`src/rtl/min_os_pkg.sv`:
```
// Shared constants and state encodings for the MinOS UART link (host and device ends).
// Optional build macro used by min_os_host: MIN_OS_HOST_TIMEOUT_EN.
package min_os_pkg;

    localparam logic [7:0] CMD_SWITCHES = 8'h01;
    localparam logic [7:0] CMD_LEDS     = 8'h02;
    localparam logic [7:0] CMD_DISPLAY  = 8'h03;

    localparam int DEFAULT_DISPLAY_BYTES = 64;
    localparam int TX_FRAME_BITS         = 20;

    typedef enum logic [1:0] {P_IDLE, P_LEDS, P_DISP} parse_state_t;
    typedef enum logic       {T_IDLE, T_SEND}         tx_state_t;
    typedef enum logic [1:0] {R_IDLE, R_START, R_DATA, R_STOP} rx_state_t;

    // Two 8N1 characters, shifted out LSB first: start, CMD_SWITCHES, stop, start, sw, stop.
    function automatic logic [TX_FRAME_BITS-1:0] tx_frame(input logic [7:0] sw);
        return {1'b1, sw, 1'b0, 1'b1, CMD_SWITCHES, 1'b0};
    endfunction

endpackage

```
`src/rtl/min_os_uart_rx.sv`:
```
// 8N1 UART byte receiver with a 2-flop synchronizer; strobe or stop_err fires
// one cycle after the stop-bit centre sample.
module min_os_uart_rx
    import min_os_pkg::*;
#(
    parameter int CLKS_PER_BIT = 868
) (
    input  logic       CLK,
    input  logic       RST,
    input  logic       rx,
    output logic [7:0] data,
    output logic       strobe,
    output logic       stop_err
);

    localparam int CW   = $clog2(CLKS_PER_BIT + 1);
    localparam int HALF = CLKS_PER_BIT / 2;

    rx_state_t       r_state, r_next;
    logic            rx_meta, rx_sync, rx_prev;
    logic [CW-1:0]   cnt;
    logic [2:0]      bit_idx;
    logic            half_hit, full_hit;

    assign half_hit = (cnt == CW'(HALF - 1));
    assign full_hit = (cnt == CW'(CLKS_PER_BIT - 1));

    always_ff @(posedge CLK or posedge RST) begin
        if (RST) begin
            rx_meta <= 1'b1;
            rx_sync <= 1'b1;
            rx_prev <= 1'b1;
        end else begin
            rx_meta <= rx;
            rx_sync <= rx_meta;
            rx_prev <= rx_sync;
        end
    end

    always_ff @(posedge CLK or posedge RST) begin
        if (RST) r_state <= R_IDLE;
        else     r_state <= r_next;
    end

    always_comb begin
        r_next = r_state;
        case (r_state)
            R_IDLE:  if (rx_prev && !rx_sync) r_next = R_START;
            // A start bit that is high again at mid-bit was a glitch.
            R_START: if (half_hit) r_next = rx_sync ? R_IDLE : R_DATA;
            R_DATA:  if (full_hit && bit_idx == 3'd7) r_next = R_STOP;
            R_STOP:  if (full_hit) r_next = R_IDLE;
            default: r_next = R_IDLE;
        endcase
    end

    always_ff @(posedge CLK or posedge RST) begin
        if (RST) begin
            cnt      <= '0;
            bit_idx  <= '0;
            data     <= '0;
            strobe   <= 1'b0;
            stop_err <= 1'b0;
        end else begin
            strobe   <= (r_state == R_STOP) && full_hit && rx_sync;
            stop_err <= (r_state == R_STOP) && full_hit && !rx_sync;
            if (r_state == R_IDLE || (r_state == R_START && half_hit) || full_hit)
                cnt <= '0;
            else
                cnt <= cnt + CW'(1);
            if (r_state == R_START) begin
                bit_idx <= '0;
            end else if (r_state == R_DATA && full_hit) begin
                data    <= {rx_sync, data[7:1]};
                bit_idx <= bit_idx + 3'd1;
            end
        end
    end

endmodule

```
`src/rtl/min_os_host.sv`:
```
// Host-end peer of the MinOS UART link: sends switch frames, parses LED/display frames.
// Optional inter-byte timeout enabled by defining MIN_OS_HOST_TIMEOUT_EN.
module min_os_host
    import min_os_pkg::*;
#(
    parameter int CLK_HZ        = 100000000,
    parameter int BAUD          = 115200,
    parameter int DISPLAY_BYTES = DEFAULT_DISPLAY_BYTES,
    parameter int TIMEOUT_BYTES = 4
) (
    input  logic                       CLK,
    input  logic                       RST,
    input  logic                       rx,
    output logic                       tx,
    input  logic [7:0]                 switches,
    output logic [7:0]                 leds,
    output logic [8*DISPLAY_BYTES-1:0] display,
    output logic                       leds_valid,
    output logic                       display_valid,
    output logic                       frame_error,
    output logic                       tx_busy
);

    localparam int CLKS_PER_BIT = CLK_HZ / BAUD;
    localparam int CW           = $clog2(CLKS_PER_BIT + 1);
    localparam int IDX_W        = $clog2(DISPLAY_BYTES);

    logic [7:0] rx_data;
    logic       rx_strobe, rx_err, timeout_hit;

    min_os_uart_rx #(.CLKS_PER_BIT(CLKS_PER_BIT)) u_rx (
        .CLK      (CLK),
        .RST      (RST),
        .rx       (rx),
        .data     (rx_data),
        .strobe   (rx_strobe),
        .stop_err (rx_err)
    );

    // ---------------- parser ----------------
    parse_state_t                p_state, p_next;
    logic [IDX_W-1:0]            idx;
    logic [8*(DISPLAY_BYTES-1)-1:0] shadow;
    logic                        leds_we, disp_wr, disp_done;

`ifdef MIN_OS_HOST_TIMEOUT_EN
    localparam int TO_CYCLES = TIMEOUT_BYTES * 10 * CLKS_PER_BIT;
    logic [31:0] to_cnt;

    always_ff @(posedge CLK or posedge RST) begin
        if (RST)                               to_cnt <= '0;
        else if (p_state == P_IDLE || rx_strobe) to_cnt <= '0;
        else                                   to_cnt <= to_cnt + 32'd1;
    end

    assign timeout_hit = (p_state != P_IDLE) && !rx_strobe && (to_cnt == 32'(TO_CYCLES - 1));
`else
    assign timeout_hit = 1'b0;
`endif

    always_ff @(posedge CLK or posedge RST) begin
        if (RST) p_state <= P_IDLE;
        else     p_state <= p_next;
    end

    always_comb begin
        p_next    = p_state;
        leds_we   = 1'b0;
        disp_wr   = 1'b0;
        disp_done = 1'b0;
        if (rx_err || timeout_hit) begin
            p_next = P_IDLE;
        end else if (rx_strobe) begin
            case (p_state)
                P_IDLE: begin
                    if (rx_data == CMD_LEDS)         p_next = P_LEDS;
                    else if (rx_data == CMD_DISPLAY) p_next = P_DISP;
                end
                P_LEDS: begin
                    leds_we = 1'b1;
                    p_next  = P_IDLE;
                end
                P_DISP: begin
                    if (idx == IDX_W'(DISPLAY_BYTES - 1)) begin
                        disp_done = 1'b1;
                        p_next    = P_IDLE;
                    end else begin
                        disp_wr = 1'b1;
                    end
                end
                default: p_next = P_IDLE;
            endcase
        end
    end

    // The final display byte bypasses the shadow so the copy lands in the same cycle.
    always_ff @(posedge CLK or posedge RST) begin
        if (RST) begin
            leds          <= '0;
            display       <= '0;
            shadow        <= '0;
            idx           <= '0;
            leds_valid    <= 1'b0;
            display_valid <= 1'b0;
            frame_error   <= 1'b0;
        end else begin
            leds_valid    <= leds_we;
            display_valid <= disp_done;
            frame_error   <= rx_err || timeout_hit;
            if (leds_we) leds <= rx_data;
            if (p_state != P_DISP) idx <= '0;
            else if (disp_wr)      idx <= idx + IDX_W'(1);
            if (disp_wr) begin
                for (int i = 0; i < DISPLAY_BYTES - 1; i++)
                    if (idx == IDX_W'(i)) shadow[i*8 +: 8] <= rx_data;
            end
            if (disp_done) display <= {rx_data, shadow};
        end
    end

    // ---------------- switch transmitter ----------------
    tx_state_t                 tx_state, tx_next;
    logic                      dirty, tx_start;
    logic [7:0]                sent_val;
    logic [TX_FRAME_BITS-1:0]  tx_shreg;
    logic [CW-1:0]             tx_clk;
    logic [4:0]                tx_bit;
    logic                      tx_bit_end;

    assign tx_bit_end = (tx_clk == CW'(CLKS_PER_BIT - 1));

    always_ff @(posedge CLK or posedge RST) begin
        if (RST) tx_state <= T_IDLE;
        else     tx_state <= tx_next;
    end

    always_comb begin
        tx_next  = tx_state;
        tx_start = 1'b0;
        case (tx_state)
            T_IDLE: if (dirty) begin
                tx_start = 1'b1;
                tx_next  = T_SEND;
            end
            T_SEND: if (tx_bit_end && tx_bit == 5'(TX_FRAME_BITS - 1)) tx_next = T_IDLE;
            default: tx_next = T_IDLE;
        endcase
    end

    // dirty starts set so the first frame after reset reports the current switches.
    always_ff @(posedge CLK or posedge RST) begin
        if (RST) begin
            dirty    <= 1'b1;
            sent_val <= '0;
            tx_shreg <= '1;
            tx_clk   <= '0;
            tx_bit   <= '0;
        end else if (tx_start) begin
            dirty    <= 1'b0;
            sent_val <= switches;
            tx_shreg <= tx_frame(switches);
            tx_clk   <= '0;
            tx_bit   <= '0;
        end else begin
            if (switches != sent_val) dirty <= 1'b1;
            if (tx_state == T_SEND) begin
                if (tx_bit_end) begin
                    tx_clk   <= '0;
                    tx_bit   <= tx_bit + 5'd1;
                    tx_shreg <= {1'b1, tx_shreg[TX_FRAME_BITS-1:1]};
                end else begin
                    tx_clk <= tx_clk + CW'(1);
                end
            end
        end
    end

    assign tx      = (tx_state == T_SEND) ? tx_shreg[0] : 1'b1;
    assign tx_busy = (tx_state == T_SEND);

endmodule

```
`config.mk`:
```
export PLATFORM = sky130hd
export DESIGN_NAME = min_os_host
export DESIGN_NICKNAME = d
export VERILOG_FILES = /design/src/rtl/min_os_pkg.sv /design/src/rtl/min_os_uart_rx.sv /design/src/rtl/min_os_host.sv
export SDC_FILE = /design/constraint.sdc
export NUM_CORES = 2
export LEC_CHECK = 0
export CORE_MARGIN = 8
export CORE_UTILIZATION = 45
export CTS_CLUSTER_DIAMETER = 60
export DETAILED_ROUTE_END_ITERATION = 6
export PLACE_DENSITY = 0.72
export SLEW_MARGIN = 10
export SYNTH_ARGS = -nofsm -noshare
export SYNTH_HDL_FRONTEND = slang
export SYNTH_HIERARCHICAL = 1
export SYNTH_SLANG_ARGS = --single-unit
```
`constraint.sdc`:
```
create_clock -name CLK -period 110 [get_ports CLK]
set_input_delay 27.5 -clock CLK [delete_from_list [all_inputs] [get_ports CLK]]
set_output_delay 27.5 -clock CLK [all_outputs]
set_load 0.01 [all_outputs]
```
After elaboration in Yosys (flattened, before gate mapping)

Index checks and enable logic that the tools add are counted.

$add $sub $neg: 5
Equality and inequality tests: 83
Mux-type cells: 44
Bitwise gates (word level): 2
Reduce and logical (&&, ||, !) cells: 87

Operators by type and width:

| cell                                                                     | count |
|---|---|
| 6-bit == test (second input constant)                                    | 32 |
| 2-bit AND reduction                                                      | 65 |
| 6-bit by 5-bit == test with 1-bit output (second input constant)         | 16 |
| 20-bit two-way mux                                                       | 3 |
| 6-bit by 4-bit == test with 1-bit output (second input constant)         | 8 |
| 10-bit two-way mux                                                       | 4 |
| 6-bit by 3-bit == test with 1-bit output (second input constant)         | 4 |
| 10-bit by 1-bit adder with 10-bit output (second input constant)         | 2 |
| 10-bit == test (second input constant)                                   | 2 |
| 2-bit two-way mux                                                        | 10 |
| 1-bit two-way mux                                                        | 17 |
| 8-bit by 2-bit == test with 1-bit output (second input constant)         | 2 |
| 5-bit two-way mux                                                        | 3 |
| 6-bit by 2-bit == test with 1-bit output (second input constant)         | 2 |
| 6-bit two-way mux                                                        | 2 |
| 2-bit nonzero test                                                       | 6 |
| 10-bit by 9-bit == test with 1-bit output (second input constant)        | 1 |
| 1-bit logical AND                                                        | 8 |
| 2-bit by 1-bit inequality test with 1-bit output (second input constant) | 4 |
| 8-bit inequality test                                                    | 1 |
| 2-bit case mux with 4 select lines                                       | 1 |
| 6-bit by 1-bit adder with 6-bit output (second input constant)           | 1 |
| 2-bit == test (second input constant)                                    | 3 |
| 6-bit by 1-bit == test with 1-bit output (second input constant)         | 1 |
| other kinds (18)                                                         | 23 |

Register bits after elaboration: 1108
Bits of input ports: 11
Output and inout port bits: 525
Word-level logic and storage cells: 306

Logic depth before layout (Yosys ltp)

Depth in word-level cells: 7
Depth in mapped cells: 8
Depth with buffers taken out: 6

Cells and area by module

Netlist, hierarchy kept.

Modules (own cells, without submodules):

| module         | times used | cells an instance | area an instance (um2) | sequential area each (um2) |
|---|---|---|---|---|
| min_os_host    | 1          | 2551              | 41676.2                | 27025.9 |
| min_os_uart_rx | 1          | 114               | 1326.3                 | 704.4 |

Worst setup path before layout

No wires, ideal clock.

Path type: reg2out
Start: register tx_state, in the netlist tx_busy
End: output tx
Data arrival time: 0.787 ns
Data required time: 82.500 ns
Setup slack: 81.713 ns
Cell stages (with the launch flop): 3
Path buffers: 1
Cell sequence: dfrtp_1 clkbuf_1 nand2b_1

Longest elaborated chain between the ends: 1

RTL lines:

| item                   | line               | source |
|---|---|---|
| start, declared        | min_os_host.sv:122 | `tx_state_t tx_state, tx_next;` |
| start signal, assigned | min_os_host.sv:134 | `else tx_state <= tx_next;` |
| 1-bit two-way mux      | min_os_host.sv:178 | `assign tx = (tx_state == T_SEND) ? tx_shreg[0] : 1'b1;` |
| end, declared          | min_os_host.sv:14  | `output logic tx,` |

Every way passes these cells.

==> flow_metrics.env <==
export IMPL_tightest_slew_ns=1.196
export IMPL_startpoint_type="primary input"
export IMPL_fin_tns_setup_ns=0
export IMPL_final_nets=3216
export IMPL_vdd_ir_drop_max_v=0.00001350
export IMPL_vias_per_cell=5.233
export IMPL_min_path_type="register to register"
export IMPL_boundaryPins=536
export IMPL_die_w_um=325.1
export IMPL_powerDensity_nw_per_um2=15.38
export IMPL_fin_crit_sh_pct=29.55
export IMPL_synth_edf_count=0
export IMPL_gp_congestion=0.7541
export IMPL_grt_max_degree=169
export IMPL_syn_nets=2686
export IMPL_reg2reg_depth=7
export IMPL_die_h_um=325.1
export IMPL_cts_buffer_depth=3
export IMPL_synth_area_um2=43000
export IMPL_syn_avg_cell_area_um2=16.14
export IMPL_drt_pre_antenna_iters=5
export IMPL_reg2reg_from="idx[1]$_DFFE_PP0P_"
export IMPL_synth_top_area_cell="dfrtp_1"
export IMPL_cp_max_fo=168
export IMPL_status="finished clean"
export IMPL_drv_cap=0
export IMPL_portBuffers=535
export IMPL_yosysMostFrequentCell="dfrtp_1"
export IMPL_fin_crit_ns=32.50
export IMPL_ant_nets=0
export IMPL_rows=113
export IMPL_grt_overflow=0
export IMPL_fin_ws_ns=77.50
export IMPL_ys_types=67
export IMPL_ys_seq_area_share_pct=64.49
export IMPL_max_freq_mhz=30.77
export IMPL_start_util_pct=45.33
export IMPL_synth_area_leaders="dfrtp_1, mux2_2, dfstp_2"
export IMPL_cts_resized=0
export IMPL_htreeDepth=3
export IMPL_syn_to_final_growth_pct=23.88
export IMPL_core_um2=94870
export IMPL_skew_ns=0.02342
export IMPL_critical_path_class="primary input to asynchronous set/reset pin"
export IMPL_cts_buffers=113
export IMPL_drv_slew=0
export IMPL_drt_iter0_markers=1408
export IMPL_clk_latency_ns=0.69
export IMPL_die_area_um2=105700
export IMPL_slew_headroom_pct=20.27
export IMPL_cp_endpoint="shadow[345]$_DFFE_PP0P_"
export IMPL_drive_gt1_share_pct=41.45
export IMPL_vias=23817
export IMPL_routed_wl_um=105800
export IMPL_multi_input_area_um2=14410
export IMPL_utilization_pct=56.15
export IMPL_postCtsSetupBuffers=0
export IMPL_rsz0062_at_grt="no"
export IMPL_cp_end_kind="asynchronous set/reset pin"
export IMPL_synth_ff_type="dfrtp_1"
export IMPL_preCtsSetupSlack_ns=76.57
export IMPL_drc=0
export IMPL_grt_use_total_pct=19.76
export IMPL_crit_reg2reg_capture="display[129]$_DFFE_PP0P_"
export IMPL_antenna_found_initial=0
export IMPL_register_area_um2=27760
export IMPL_startpoint="RST"
export IMPL_hold_viol=0
export IMPL_synth_top_area_share_pct=63.08
export IMPL_p_total_mw=0.8193
export IMPL_cp_required_ns=110.67
export IMPL_ys_top_cells_by_count="dfrtp_1, mux2_2, nand2_1"
export IMPL_cts_root_buf="clkbuf_16"
export IMPL_antenna_cells=0
export IMPL_p_leak_nw=26.22
export IMPL_dp_hpwl_um=68160
export IMPL_fillCellCount=7449
export IMPL_ys_warnings_count=6
export IMPL_critical_path_arrival_ns=33.17
export IMPL_setup_viol=0
export IMPL_grt_pass1_vias=25296
export IMPL_clk_pin_slew_ns=0.06
export IMPL_cts_tree="built"
export IMPL_ys_ff_latch=1107
export IMPL_clock_sinks=1107
export IMPL_grt_pass1_wl_um=163300
export IMPL_synthCells=2665
export IMPL_hold_buffers=0
export IMPL_reg2reg_slack_ns=105.37
export IMPL_async_reset_ff_share_pct=100.0
export IMPL_wire_per_inst_um=23.26
registers in the layout, indices dropped and copies added, names as in the netlist, 8 cells and up, named ones only:
name,flops
display,512
tx_clk,10
shadow,504
u_rx/data,8
leds,8
tx_shreg,19
u_rx/cnt,10
sent_val,8
worst min path at each step:
| stage | cells past startpoint | slack (ns) | to | startpoint |
|---|---|---|---|---|
| 6_report | 0 | 0.37 | u_rx/rx_sync$_DFF_PP1_ | u_rx/rx_meta$_DFF_PP1_ |
| 4_1_cts | 0 | 0.37 | u_rx/rx_sync$_DFF_PP1_ | u_rx/rx_meta$_DFF_PP1_ |
| 5_1_grt | 0 | 0.37 | u_rx/rx_sync$_DFF_PP1_ | u_rx/rx_meta$_DFF_PP1_ |
| 3_5_place_dp | 0 | 0.35 | u_rx/rx_sync$_DFF_PP1_ | u_rx/rx_meta$_DFF_PP1_ |
| 3_3_place_gp | 0 | 0.35 | u_rx/rx_sync$_DFF_PP1_ | u_rx/rx_meta$_DFF_PP1_ |
| 2_1_floorplan | 0 | 0.35 | u_rx/rx_sync$_DFF_PP1_ | u_rx/rx_meta$_DFF_PP1_ |
critical path: stages:
cell and delay, ns:
clkdlybuf4s50_1 0.52, inv_8 0.62, buf_4 0.94, buf_12 0.65
buf_4 0.80, buf_4 0.85, buf_4 0.86
power breakdown:
| part | internal (mW) | switching [mW] |
|---|---|---|
| Clock | 0.231 | 0.161 |
| Combinational | 0.00333 | 0.0100 |
| Sequential | 0.410 | 0.00434 |
routing by layer:
layer  vias to the layer above  global-route usage (%)  wire (µm)
met5                         -                       0          0
li1                      10460                       -          -
met2                       532                   32.32      51600
met1                     12685                   26.52      46720
met4                         0                   6.327       2770
met3                       140                   3.931       4753
through the flow:
step	area (µm²)	cells	hold slack, ns
floorplan	43000	2665	0.3452
global placement	49410	4345	0.3485
detailed placement	49410	4345	0.3509
CTS	53270	4551	0.3671
global route	53270	4551	0.3698
finish	53270	4551	0.3666
cell type report:
class,instances,area share (%)
clock buffers,164,6.215
multi-input cells,1397,27.05
repair buffers,565,10.52
flip-flops and latches,1107,52.11
well taps,1265,2.971
clock inverters,42,1.036
inverters,11,0.09160
cell families after synthesis:
family	synth area share, %
mux	27.24
compound gates	0.6692
xor+xnor	0.4481
simple gates	4.839
flops	64.49
fa+ha+maj	0.2910
buf+inv	2.031
cells in the final DEF, fill, tap and decap left out, types with 5 or more instances in the layout:
| master | count |
|---|---|
| clkdlybuf4s50_1 | 535 |
| mux2_2 | 1015 |
| mux2_4 | 16 |
| nand2_1 | 76 |
| xor2_1 | 13 |
| nor2_1 | 26 |
| clkbuf_8 | 27 |
| inv_1 | 9 |
| bufinv_16 | 9 |
| nor2_4 | 12 |
| clkbuf_16 | 114 |
| clkbuf_1 | 23 |
| o21ai_0 | 17 |
| nor3_1 | 11 |
| nand4_1 | 9 |
| nand3_1 | 53 |
| ha_1 | 10 |
| nand3_2 | 9 |
| nor2_2 | 12 |
| clkinv_2 | 19 |
| nor2_8 | 28 |
| dfstp_2 | 23 |
| and3_1 | 5 |
| xnor2_1 | 9 |
| dfrtp_1 | 1076 |
| dfrtp_4 | 8 |
| buf_4 | 28 |
| a21oi_1 | 6 |
No activity file was read; power rests on OpenSTA's default activity.
